[config.mk]
export PLATFORM = sky130hd
export DESIGN_NAME = ram_rdstream_flat
export DESIGN_NICKNAME = d
export VERILOG_FILES = /design/src/rtl/ram_rdstream_pkg.sv /design/src/rtl/ram_rdstream_if.sv /design/src/rtl/ram_rdstream_buf.sv /design/src/rtl/ram_rdstream.sv /design/src/flat_wrapper.sv
export SDC_FILE = /design/constraint.sdc
export NUM_CORES = 1
export LEC_CHECK = 0
export CAP_MARGIN = 10
export CORE_MARGIN = 3
export CORE_UTILIZATION = 54
export CTS_CLUSTER_SIZE = 12
export DETAILED_ROUTE_END_ITERATION = 8
export GPL_TIMING_DRIVEN = 0
export PLACE_DENSITY_LB_ADDON = 0.25
export SYNTH_ARGS = -nofsm -noshare
export SYNTH_HDL_FRONTEND = slang
export SYNTH_SLANG_ARGS = --single-unit
[constraint.sdc]
create_clock -name clk_i -period 6.2 [get_ports clk_i]
set_input_delay 0.93 -clock clk_i [delete_from_list [all_inputs] [get_ports clk_i]]
set_output_delay 0.93 -clock clk_i [all_outputs]
set_load 0.02 [all_outputs]
[src/rtl/ram_rdstream_pkg.sv]
// Shared types and helpers for the RAM read streamer.
// Imported by ram_rdstream and ram_rdstream_buf.
package ram_rdstream_pkg;

  typedef enum logic [1:0] {
    IDLE,
    READ,
    DRAIN,
    DONE
  } state_e;

  localparam int BUF_DEPTH = 2;

  // addr < count and inc < 2*count, so two conditional subtractions cover
  // every case without a divider, including non-power-of-2 depths.
  function automatic int unsigned addr_next(input int unsigned addr,
                                            input int unsigned inc,
                                            input int unsigned count);
    int unsigned sum;
    sum = addr + inc;
    if (sum >= count) sum = sum - count;
    if (sum >= count) sum = sum - count;
    return sum;
  endfunction

endpackage

[src/rtl/ram_rdstream_if.sv]
// Output beat stream of the RAM read streamer.
// A beat transfers on a rising edge where valid & ready are both high; once
// valid is raised it stays high, with data and last held, until that edge.
interface ram_rdstream_if #(
  parameter int WORD_WIDTH = 32
);
  logic                  valid;
  logic                  ready;
  logic [WORD_WIDTH-1:0] data;
  logic                  last;

  modport master (output valid, data, last, input ready);
  modport slave  (input valid, data, last, output ready);
endinterface

[src/rtl/ram_rdstream_buf.sv]
// Two-entry {data, last} FIFO between the RAM read port and the beat stream.
// Push and pop in the same cycle are both honoured.
module ram_rdstream_buf
  import ram_rdstream_pkg::*;
#(
  parameter int WORD_WIDTH = 32
) (
  input  logic                  clk_i,
  input  logic                  rst_i,
  input  logic                  push_i,
  input  logic [WORD_WIDTH-1:0] push_data_i,
  input  logic                  push_last_i,
  output logic                  valid_o,
  input  logic                  ready_i,
  output logic [WORD_WIDTH-1:0] data_o,
  output logic                  last_o,
  output logic [1:0]            count_o
);

  logic [WORD_WIDTH-1:0] data_q [BUF_DEPTH];
  logic                  last_q [BUF_DEPTH];
  logic                  wr_ptr_q;
  logic                  rd_ptr_q;
  logic [1:0]            count_q;
  logic [1:0]            count_d;
  logic                  pop;

  assign valid_o = (count_q != 2'd0);
  assign pop     = valid_o & ready_i;
  assign data_o  = data_q[rd_ptr_q];
  assign last_o  = valid_o & last_q[rd_ptr_q];
  assign count_o = count_q;
  assign count_d = count_q + {1'b0, push_i} - {1'b0, pop};

  always_ff @(posedge clk_i) begin
    if (rst_i) begin
      wr_ptr_q  <= 1'b0;
      rd_ptr_q  <= 1'b0;
      count_q   <= 2'd0;
      last_q[0] <= 1'b0;
      last_q[1] <= 1'b0;
    end else begin
      if (push_i) begin
        last_q[wr_ptr_q] <= push_last_i;
        wr_ptr_q         <= ~wr_ptr_q;
      end
      if (pop) rd_ptr_q <= ~rd_ptr_q;
      count_q <= count_d;
    end
  end

  // Payload needs no reset: it is only observed while valid_o is high.
  always_ff @(posedge clk_i) begin
    if (push_i) data_q[wr_ptr_q] <= push_data_i;
  end

endmodule

[src/rtl/ram_rdstream.sv]
// Streams a burst of consecutive RAM words as valid/ready beats with a last flag.
// Optional RAM_RDSTREAM_STRIDE_EN adds cmd_stride_i (address step, default 1).
module ram_rdstream
  import ram_rdstream_pkg::*;
#(
  parameter  int WORD_WIDTH = 32,
  parameter  int WORD_COUNT = 256,
  localparam int ADDR_WIDTH = $clog2(WORD_COUNT),
  localparam int LEN_WIDTH  = $clog2(WORD_COUNT + 1)
) (
  input  logic                  clk_i,
  input  logic                  rst_i,
  input  logic                  cmd_valid_i,
  output logic                  cmd_ready_o,
  input  logic [ADDR_WIDTH-1:0] cmd_addr_i,
  input  logic [LEN_WIDTH-1:0]  cmd_len_i,
`ifdef RAM_RDSTREAM_STRIDE_EN
  input  logic [ADDR_WIDTH-1:0] cmd_stride_i,
`endif
  output logic [ADDR_WIDTH-1:0] ram_addr_o,
  input  logic [WORD_WIDTH-1:0] ram_data_i,
  ram_rdstream_if.master        m,
  output logic                  busy_o,
  output logic                  done_o,
  output state_e                state_o
);

  state_e                state_q, state_d;
  logic [ADDR_WIDTH-1:0] addr_q, addr_d;
  logic [ADDR_WIDTH-1:0] ram_addr_q;
  logic [LEN_WIDTH-1:0]  rem_q, rem_d;
  logic                  inflight_q, inflight_d;
  logic                  inflight_last_q, inflight_last_d;
  logic [ADDR_WIDTH-1:0] stride;
  logic                  cmd_hs;
  logic                  pop;
  logic                  issue;
  logic [2:0]            occ;
  logic [1:0]            buf_count;
  logic                  buf_valid;
  logic                  buf_last;
  logic [WORD_WIDTH-1:0] buf_data;

  assign cmd_ready_o = (state_q == IDLE);
  assign busy_o      = (state_q != IDLE);
  assign done_o      = (state_q == DONE);
  assign state_o     = state_q;
  assign cmd_hs      = cmd_valid_i & cmd_ready_o;

  assign m.valid = buf_valid;
  assign m.data  = buf_data;
  assign m.last  = buf_last;
  assign pop     = buf_valid & m.ready;

`ifdef RAM_RDSTREAM_STRIDE_EN
  logic [ADDR_WIDTH-1:0] stride_q;
  always_ff @(posedge clk_i) begin
    if (rst_i)       stride_q <= '0;
    else if (cmd_hs) stride_q <= cmd_stride_i;
  end
  assign stride = stride_q;
`else
  assign stride = ADDR_WIDTH'(1);
`endif

  // Issue only while the word it produces is guaranteed a buffer slot.
  assign occ   = {1'b0, buf_count} + {2'b0, inflight_q};
  assign issue = (state_q == READ) && (occ <= (3'd1 + {2'b0, pop}));

  always_comb begin
    state_d         = state_q;
    addr_d          = addr_q;
    rem_d           = rem_q;
    inflight_d      = 1'b0;
    inflight_last_d = 1'b0;
    ram_addr_o      = ram_addr_q;
    case (state_q)
      IDLE: begin
        if (cmd_hs) begin
          addr_d  = cmd_addr_i;
          rem_d   = cmd_len_i;
          state_d = (cmd_len_i == '0) ? DONE : READ;
        end
      end
      READ: begin
        if (issue) begin
          ram_addr_o      = addr_q;
          addr_d          = ADDR_WIDTH'(addr_next(32'(addr_q), 32'(stride), 32'(WORD_COUNT)));
          rem_d           = rem_q - LEN_WIDTH'(1);
          inflight_d      = 1'b1;
          inflight_last_d = (rem_q == LEN_WIDTH'(1));
          if (rem_q == LEN_WIDTH'(1)) state_d = DRAIN;
        end
      end
      DRAIN: begin
        if (pop && buf_last) state_d = DONE;
      end
      DONE:    state_d = IDLE;
      default: state_d = IDLE;
    endcase
  end

  always_ff @(posedge clk_i) begin
    if (rst_i) begin
      state_q         <= IDLE;
      addr_q          <= '0;
      rem_q           <= '0;
      inflight_q      <= 1'b0;
      inflight_last_q <= 1'b0;
      ram_addr_q      <= '0;
    end else begin
      state_q         <= state_d;
      addr_q          <= addr_d;
      rem_q           <= rem_d;
      inflight_q      <= inflight_d;
      inflight_last_q <= inflight_last_d;
      ram_addr_q      <= ram_addr_o;
    end
  end

  ram_rdstream_buf #(
    .WORD_WIDTH(WORD_WIDTH)
  ) u_buf (
    .clk_i      (clk_i),
    .rst_i      (rst_i),
    .push_i     (inflight_q),
    .push_data_i(ram_data_i),
    .push_last_i(inflight_last_q),
    .valid_o    (buf_valid),
    .ready_i    (m.ready),
    .data_o     (buf_data),
    .last_o     (buf_last),
    .count_o    (buf_count)
  );

  a_len_legal: assert property (@(posedge clk_i) disable iff (rst_i)
    (cmd_valid_i && cmd_ready_o) |-> (cmd_len_i <= LEN_WIDTH'(WORD_COUNT)));

endmodule
[src/flat_wrapper.sv]
// flat-port wrapper written by rule: the top's interface ports become plain ports
module ram_rdstream_flat import ram_rdstream_pkg::*;
#(
  parameter  int WORD_WIDTH = 32,
  parameter  int WORD_COUNT = 256,
  localparam int ADDR_WIDTH = $clog2(WORD_COUNT),
  localparam int LEN_WIDTH  = $clog2(WORD_COUNT + 1)
)
  (clk_i, rst_i, cmd_valid_i, cmd_ready_o, cmd_addr_i, cmd_len_i, ram_addr_o, ram_data_i, busy_o, done_o, state_o, m_valid, m_data, m_last, m_ready);
  ram_rdstream_if #(.WORD_WIDTH(WORD_WIDTH)) m_i ();
  input  logic clk_i;
  input  logic rst_i;
  input  logic cmd_valid_i;
  output logic cmd_ready_o;
  input  logic [ADDR_WIDTH-1:0] cmd_addr_i;
  input  logic [LEN_WIDTH-1:0] cmd_len_i;
  output logic [ADDR_WIDTH-1:0] ram_addr_o;
  input  logic [WORD_WIDTH-1:0] ram_data_i;
  output logic busy_o;
  output logic done_o;
  output state_e state_o;
  output wire logic [$bits(m_i.valid)-1:0] m_valid;
  output wire logic [$bits(m_i.data)-1:0] m_data;
  output wire logic [$bits(m_i.last)-1:0] m_last;
  input wire logic [$bits(m_i.ready)-1:0] m_ready;
  assign m_valid = m_i.valid;
  assign m_data = m_i.data;
  assign m_last = m_i.last;
  assign m_i.ready = m_ready;
  ram_rdstream #(.WORD_WIDTH(WORD_WIDTH), .WORD_COUNT(WORD_COUNT)) u_core (.clk_i(clk_i), .rst_i(rst_i), .cmd_valid_i(cmd_valid_i), .cmd_ready_o(cmd_ready_o), .cmd_addr_i(cmd_addr_i), .cmd_len_i(cmd_len_i), .ram_addr_o(ram_addr_o), .ram_data_i(ram_data_i), .m(m_i), .busy_o(busy_o), .done_o(done_o), .state_o(state_o));
endmodule
Word-level counts from Yosys, hierarchy flattened
Memory sizes are Yosys's and may differ from the RTL's. A register that Yosys moved wholly into a read port is not among the register bits.
Index checks and enable logic that the tools add are counted.
W data, S select, Z words.
{ "op_classes": {"n_addsub": 8, "order_cmp": 3, "eq_ne": 8, "n_mux": 32, "n_bitwise": 7, "n_reduce_logical": 12} }
{ "op_table": {"columns": ["op", "count"], "rows": [
  ["$mux W32", 3],
  ["$ge A32 B9 Y1 const B", 2],
  ["$mux W8", 5],
  ["$sub A32 B9 Y32 const B", 1],
  ["$mux W9", 2],
  ["$pmux W9 S2", 1],
  ["$pmux W8 S2", 1],
  ["$mux W1", 14],
  ["$mux W2", 5],
  ["$add A8 B1 Y9 const B", 1],
  ["$eq A9 B1 Y1 const B", 1],
  ["$logic_not A9 Y1", 1],
  ["$sub A9 B1 Y9 const B", 1],
  ["$pmux W2 S4", 1],
  ["$sub A8 B1 Y8 const B", 1],
  ["$reduce_bool A2 Y1", 3],
  ["$eq A2 B2 Y1 const B", 2],
  ["$ne A2 B1 Y1 const B", 2],
  ["$ne A2 B2 Y1 const B", 2],
  ["$not A1 Y1", 4],
  ["$reduce_and A4 Y1", 1],
  ["$add A2 B1 Y3", 1],
  ["$and A1 B1 Y1", 3],
  ["$le A3 B3 Y1", 1],
  ["other kinds (10)", 11]
]} }
{ "word_totals": {"reg_bits": 33, "ram_bits": 66, "inputBits": 53, "n_memories": 2} }
{ "memory_table": {"columns": ["name", "depth", "width", "read_ports", "rd_ports_with_merged_regs", "wr", "line_no", "rtl"], "rows": [
  ["u_core.u_buf.data_q", 2, 32, 1, 1, 1, "ram_rdstream_buf.sv:20", "logic [WORD_WIDTH-1:0] data_q [BUF_DEPTH];"],
  ["u_core.u_buf.last_q", 2, 1, 1, 1, 2, "ram_rdstream_buf.sv:21", "logic last_q [BUF_DEPTH];"]
]} }

Longest topological paths before layout
{ "logic_depth": {"depth_word": 11, "ltp_mapped": 8, "ltp_nobuf": 7} }

Modules after synthesis
A second synthesis with hierarchy kept.
{ "hier_totals": {"hier_cells": 335, "hier_area_um2": 4395.5} }
{ "modules_own_cells": {"columns": ["mod", "instances", "cells_each", "area_per_inst_um2"], "rows": [
  ["ram_rdstream_buf", 1, 134, 2668.8],
  ["ram_rdstream", 1, 201, 1726.7]
]} }

Least setup slack after synthesis
No wires, ideal clock.
{ "synth_timing": {"kind": "input port to output port", "from": "input m_ready", "to": "output ram_addr_o[0]", "arrival_time_ns": 2.875, "required_ns": 5.270, "path_slack_ns": 2.395, "stages": 6, "path_cell_list": "o21ai_1 inv_1 fa_1 o31a_2 o21ai_4 mux2_2"} }
{ "synth_via": {"elab_chain_len": 6} }
{ "synth_lines": {"columns": ["element", "line_no", "rtl"], "rows": [
  ["from (decl)", "flat_wrapper.sv:25", "input wire logic [$bits(m_i.ready)-1:0] m_ready;"],
  ["$and A1 B1 Y1", "ram_rdstream.sv:53", "assign pop = buf_valid & m.ready;"],
  ["via u_core.pop", "ram_rdstream.sv:36", "logic pop;"],
  ["$add A1 B1 Y2", "ram_rdstream.sv:68", "assign issue = (state_q == READ) && (occ <= (3'd1 + {2'b0, pop}));"],
  ["$le A3 B3 Y1", "ram_rdstream.sv:68", null],
  ["$logic_and A1 B1 Y1", "ram_rdstream.sv:68", null],
  ["$mux W8", "ram_rdstream.sv:86", "if (issue) begin"],
  ["$mux W8", "ram_rdstream.sv:77", "case (state_q)"],
  ["to (decl)", "flat_wrapper.sv:17", "output logic [ADDR_WIDTH-1:0] ram_addr_o;"]
]} }
The timed path passes the listed nets, and every way through them passes these cells.

Worst setup path after layout
{ "layout_timing": {"from": "input m_ready", "to": "output ram_addr_o[3]"} }
The elaborated chain is that of the path after synthesis.

==> results.sh <==
export IMPL_yosysMostFrequentCell="edfxtp_1"
export IMPL_hp_class="flip-flop to flip-flop"
export IMPL_num_rows=32
export IMPL_period_needed_ns=4.965
export IMPL_syn_mean_instance_area_um2=12.95
export IMPL_core_area_um2=7807
export IMPL_drt_initial_drc_count=156
export IMPL_cts_buffers=9
export IMPL_ant_nets=0
export IMPL_vias_per_cell=5.594
export IMPL_grt_util_all_layers=0.2047
export IMPL_grt_pass1_wl_mm=14.58
export IMPL_post_synth_top_area_cell="edfxtp_1"
export IMPL_r2r_end="u_core.addr_q[5]$_SDFFE_PP0P_"
export IMPL_port_buffer_count=98
export IMPL_dp_slack_ns=1.263
export IMPL_finalHoldViolCount=0
export IMPL_critPathCaptureType="primary output"
export IMPL_p_leak_nw=2.022
export IMPL_r2r_worst_path_cells=8
export IMPL_drive_above_1_share=0.1586
export IMPL_tns_ns=0
export IMPL_synthFlopType="edfxtp_1"
export IMPL_post_dp_hpwl_mm=6.736
export IMPL_cts_root_buf="clkbuf_8"
export IMPL_slew_violations=0
export IMPL_placed_area_um2=5527
export IMPL_yosys_warnings=0
export IMPL_clock_path_buffers=2
export IMPL_die_x_um=96.16
export IMPL_final_util=0.7356
export IMPL_die_area_um2=9246
export IMPL_syn_nets=404
export IMPL_power_density_nw_per_um2=450.6
export IMPL_worstReg2RegStart="u_core.u_buf.count_o[1]$_SDFF_PP0_"
export IMPL_status="finished, final reports clean"
export IMPL_start_util=0.5622
export IMPL_cts_hold_buf=0
export IMPL_grt_setup_unrepaired="false"
export IMPL_yosysTopAreaCellShare=0.4515
export IMPL_grt_max_degree=35
export IMPL_netlist_instances=339
export IMPL_grt_pass1_vias=3003
export IMPL_r2r_slack_ns=3.24
export IMPL_synthArstFlopShare=0
export IMPL_worstPathArrival_ns=4.04
export IMPL_final_area_um2=5743
export IMPL_antenna_found_initial=0
export IMPL_worstSetupPathType="input port to primary output"
export IMPL_avgRoutedWirePerCell_um=16.89
export IMPL_post_route_period_util=0.8009
export IMPL_synth_cell_types=59
export IMPL_slew_headroom=0.4601
export IMPL_synth_enable_flop_cells=66
export IMPL_syn_area_um2=4389
export IMPL_drc=0
export IMPL_yosys_top_cells_area="edfxtp_1 45%, dfxtp_1 16%, mux2_2 11%"
export IMPL_finalNetCount=514
export IMPL_cp_endpoint="ram_addr_o[3]"
export IMPL_critPathLaunch="m_ready"
export IMPL_ir_drop_mv=0.2287
export IMPL_chipHeight_um=96.16
export IMPL_synth_seq_area_share=0.6066
export IMPL_firstDrtPassIters=4
export IMPL_htree_levels=3
export IMPL_tightestPinTransition_ns=0.8098
export IMPL_ctsResizeCount=0
export IMPL_critPathLaunchType="input port"
export IMPL_maxCapViolCount=0
export IMPL_clk_latency_ns=0.35
export IMPL_cp_max_fo=10
export IMPL_setup_viol=0
export IMPL_overflow=0
export IMPL_post_cts_setup_buffers=0
export IMPL_postRouteWirelength_mm=9.391
export IMPL_clkTransAtPathRegs_ns=0.09
export IMPL_fin_skew_ns=0.008458
export IMPL_antenna_cells=0
export IMPL_power_mw=2.588
export IMPL_ys_ff_latch=100
export IMPL_numClockSinks=100
export IMPL_vias=3110
export IMPL_finalWeightedCongestion=0.8289
export IMPL_cts_tree="built"
export IMPL_timing_final_ws_setup_ns=1.235
export IMPL_io_pins=100
export IMPL_min_from="u_core.rem_q[1]$_SDFFE_PP0P_"
export IMPL_area_delta_synth_final_pct=30.84
export IMPL_crit_required_ns=5.27
export IMPL_fmax_ghz=0.2014
export IMPL_synth_commonest_cells="66 x edfxtp_1, 42 x mux2_2, 34 x dfxtp_1"
kinds of logic (layout without fill, tap and decap cells):
family	after synthesis	count (layout)	share of synthesized area
XOR/XNOR	3	3	0.005987
adder cells (fa/ha/maj)	12	12	0.03592
multiplexers	46	46	0.1172
AO/OA/AOI/OAI	68	68	0.1026
flip-flops	100	100	0.6066
buffers and inverters	30	145	0.02737
AND/OR/NAND/NOR	80	80	0.1043
cell usage in the layout, fill, tap and decap left out, types with 3 or more instances in the layout:
cell	synthesis	routed
a211oi_1	3	3
a21oi_1	20	20
a31oi_1	3	3
and2_1	10	9
and3_1	3	3
buf_2	3	3
clkbuf_1	10	12
clkbuf_8	0	9
clkdlybuf4s50_1	0	98
dfxtp_1	34	34
edfxtp_1	66	66
ha_1	11	11
inv_1	13	13
mux2_2	42	42
mux2i_1	3	3
nand2_1	14	14
nand3_1	6	6
nor2_1	14	14
nor2b_1	7	7
nor3_1	4	4
nor4_1	4	4
o2111ai_1	3	3
o21a_1	3	3
o21ai_0	15	15
power breakdown:
part / internal, mW / switching [mW] / leakage, nW / total [mW]
sequential: 0.848 / 0.0872 / 0.879 / 0.935
combinational: 0.559 / 0.643 / 1.04 / 1.20
clock: 0.231 / 0.220 / 0.105 / 0.451
state kept, by name, summed over array words and instances (netlist names), named ones only:
name                    count
u_core.ram_addr_q           8
u_core.u_buf.data_q        64
u_core.u_buf.count_o        2
u_core.inflight_q           1
u_core.inflight_last_q      1
u_core.state_o              2
u_core.u_buf.rd_ptr_q       1
u_core.rem_q                9
u_core.u_buf.wr_ptr_q       1
u_core.addr_q               8
u_core.u_buf.last_q         2
worst max-delay path, cell delays in order:
cell             delay [ns]
clkdlybuf4s50_1        0.39
o21ai_1                0.29
inv_1                  0.13
fa_1                   0.57
o31a_2                 0.39
o21ai_4                0.35
mux2_2                 0.41
clkdlybuf4s50_1        0.56
per-stage QoR:
stage	hold WS, ns	instances
3_5_place_dp	0.4684	540
6_report	0.4748	556
4_1_cts	0.4805	556
5_1_grt	0.5133	556
2_1_floorplan	0.4410	339
3_3_place_gp	0.4596	539
routing by layer:
layer / global-route usage / up-vias / routed length, um
met4: 0.05213 / 0 / 88
li1: - / 1491 / -
met2: 0.3445 / 111 / 4649
met3: 0.04769 / 10 / 715
met5: 0 / - / 0
met1: 0.2666 / 1498 / 3938
layout make-up:
cell class / instances / area, um2
flip-flops and latches: 100 / 2663
fillers: 554 / 2064
multi-input cells: 209 / 1608
repair buffers: 99 / 1008
clock buffers: 11 / 131.4
well taps: 102 / 127.6
clock inverters: 5 / 85.08
plain buffers: 15 / 63.81
inverters: 15 / 56.30
how the worst min path moves through the flow:
stage,to,cells after the start,slack (ns)
final,u_core.rem_q[1]$_SDFFE_PP0P_,2,0.47
after detailed placement,u_core.rem_q[1]$_SDFFE_PP0P_,2,0.47
after floorplan,u_core.rem_q[1]$_SDFFE_PP0P_,2,0.44
after global routing,u_core.rem_q[1]$_SDFFE_PP0P_,2,0.51
after CTS,u_core.rem_q[1]$_SDFFE_PP0P_,2,0.48
after global placement,u_core.rem_q[1]$_SDFFE_PP0P_,2,0.46
Note: power is estimated with default switching activity, not from simulation.
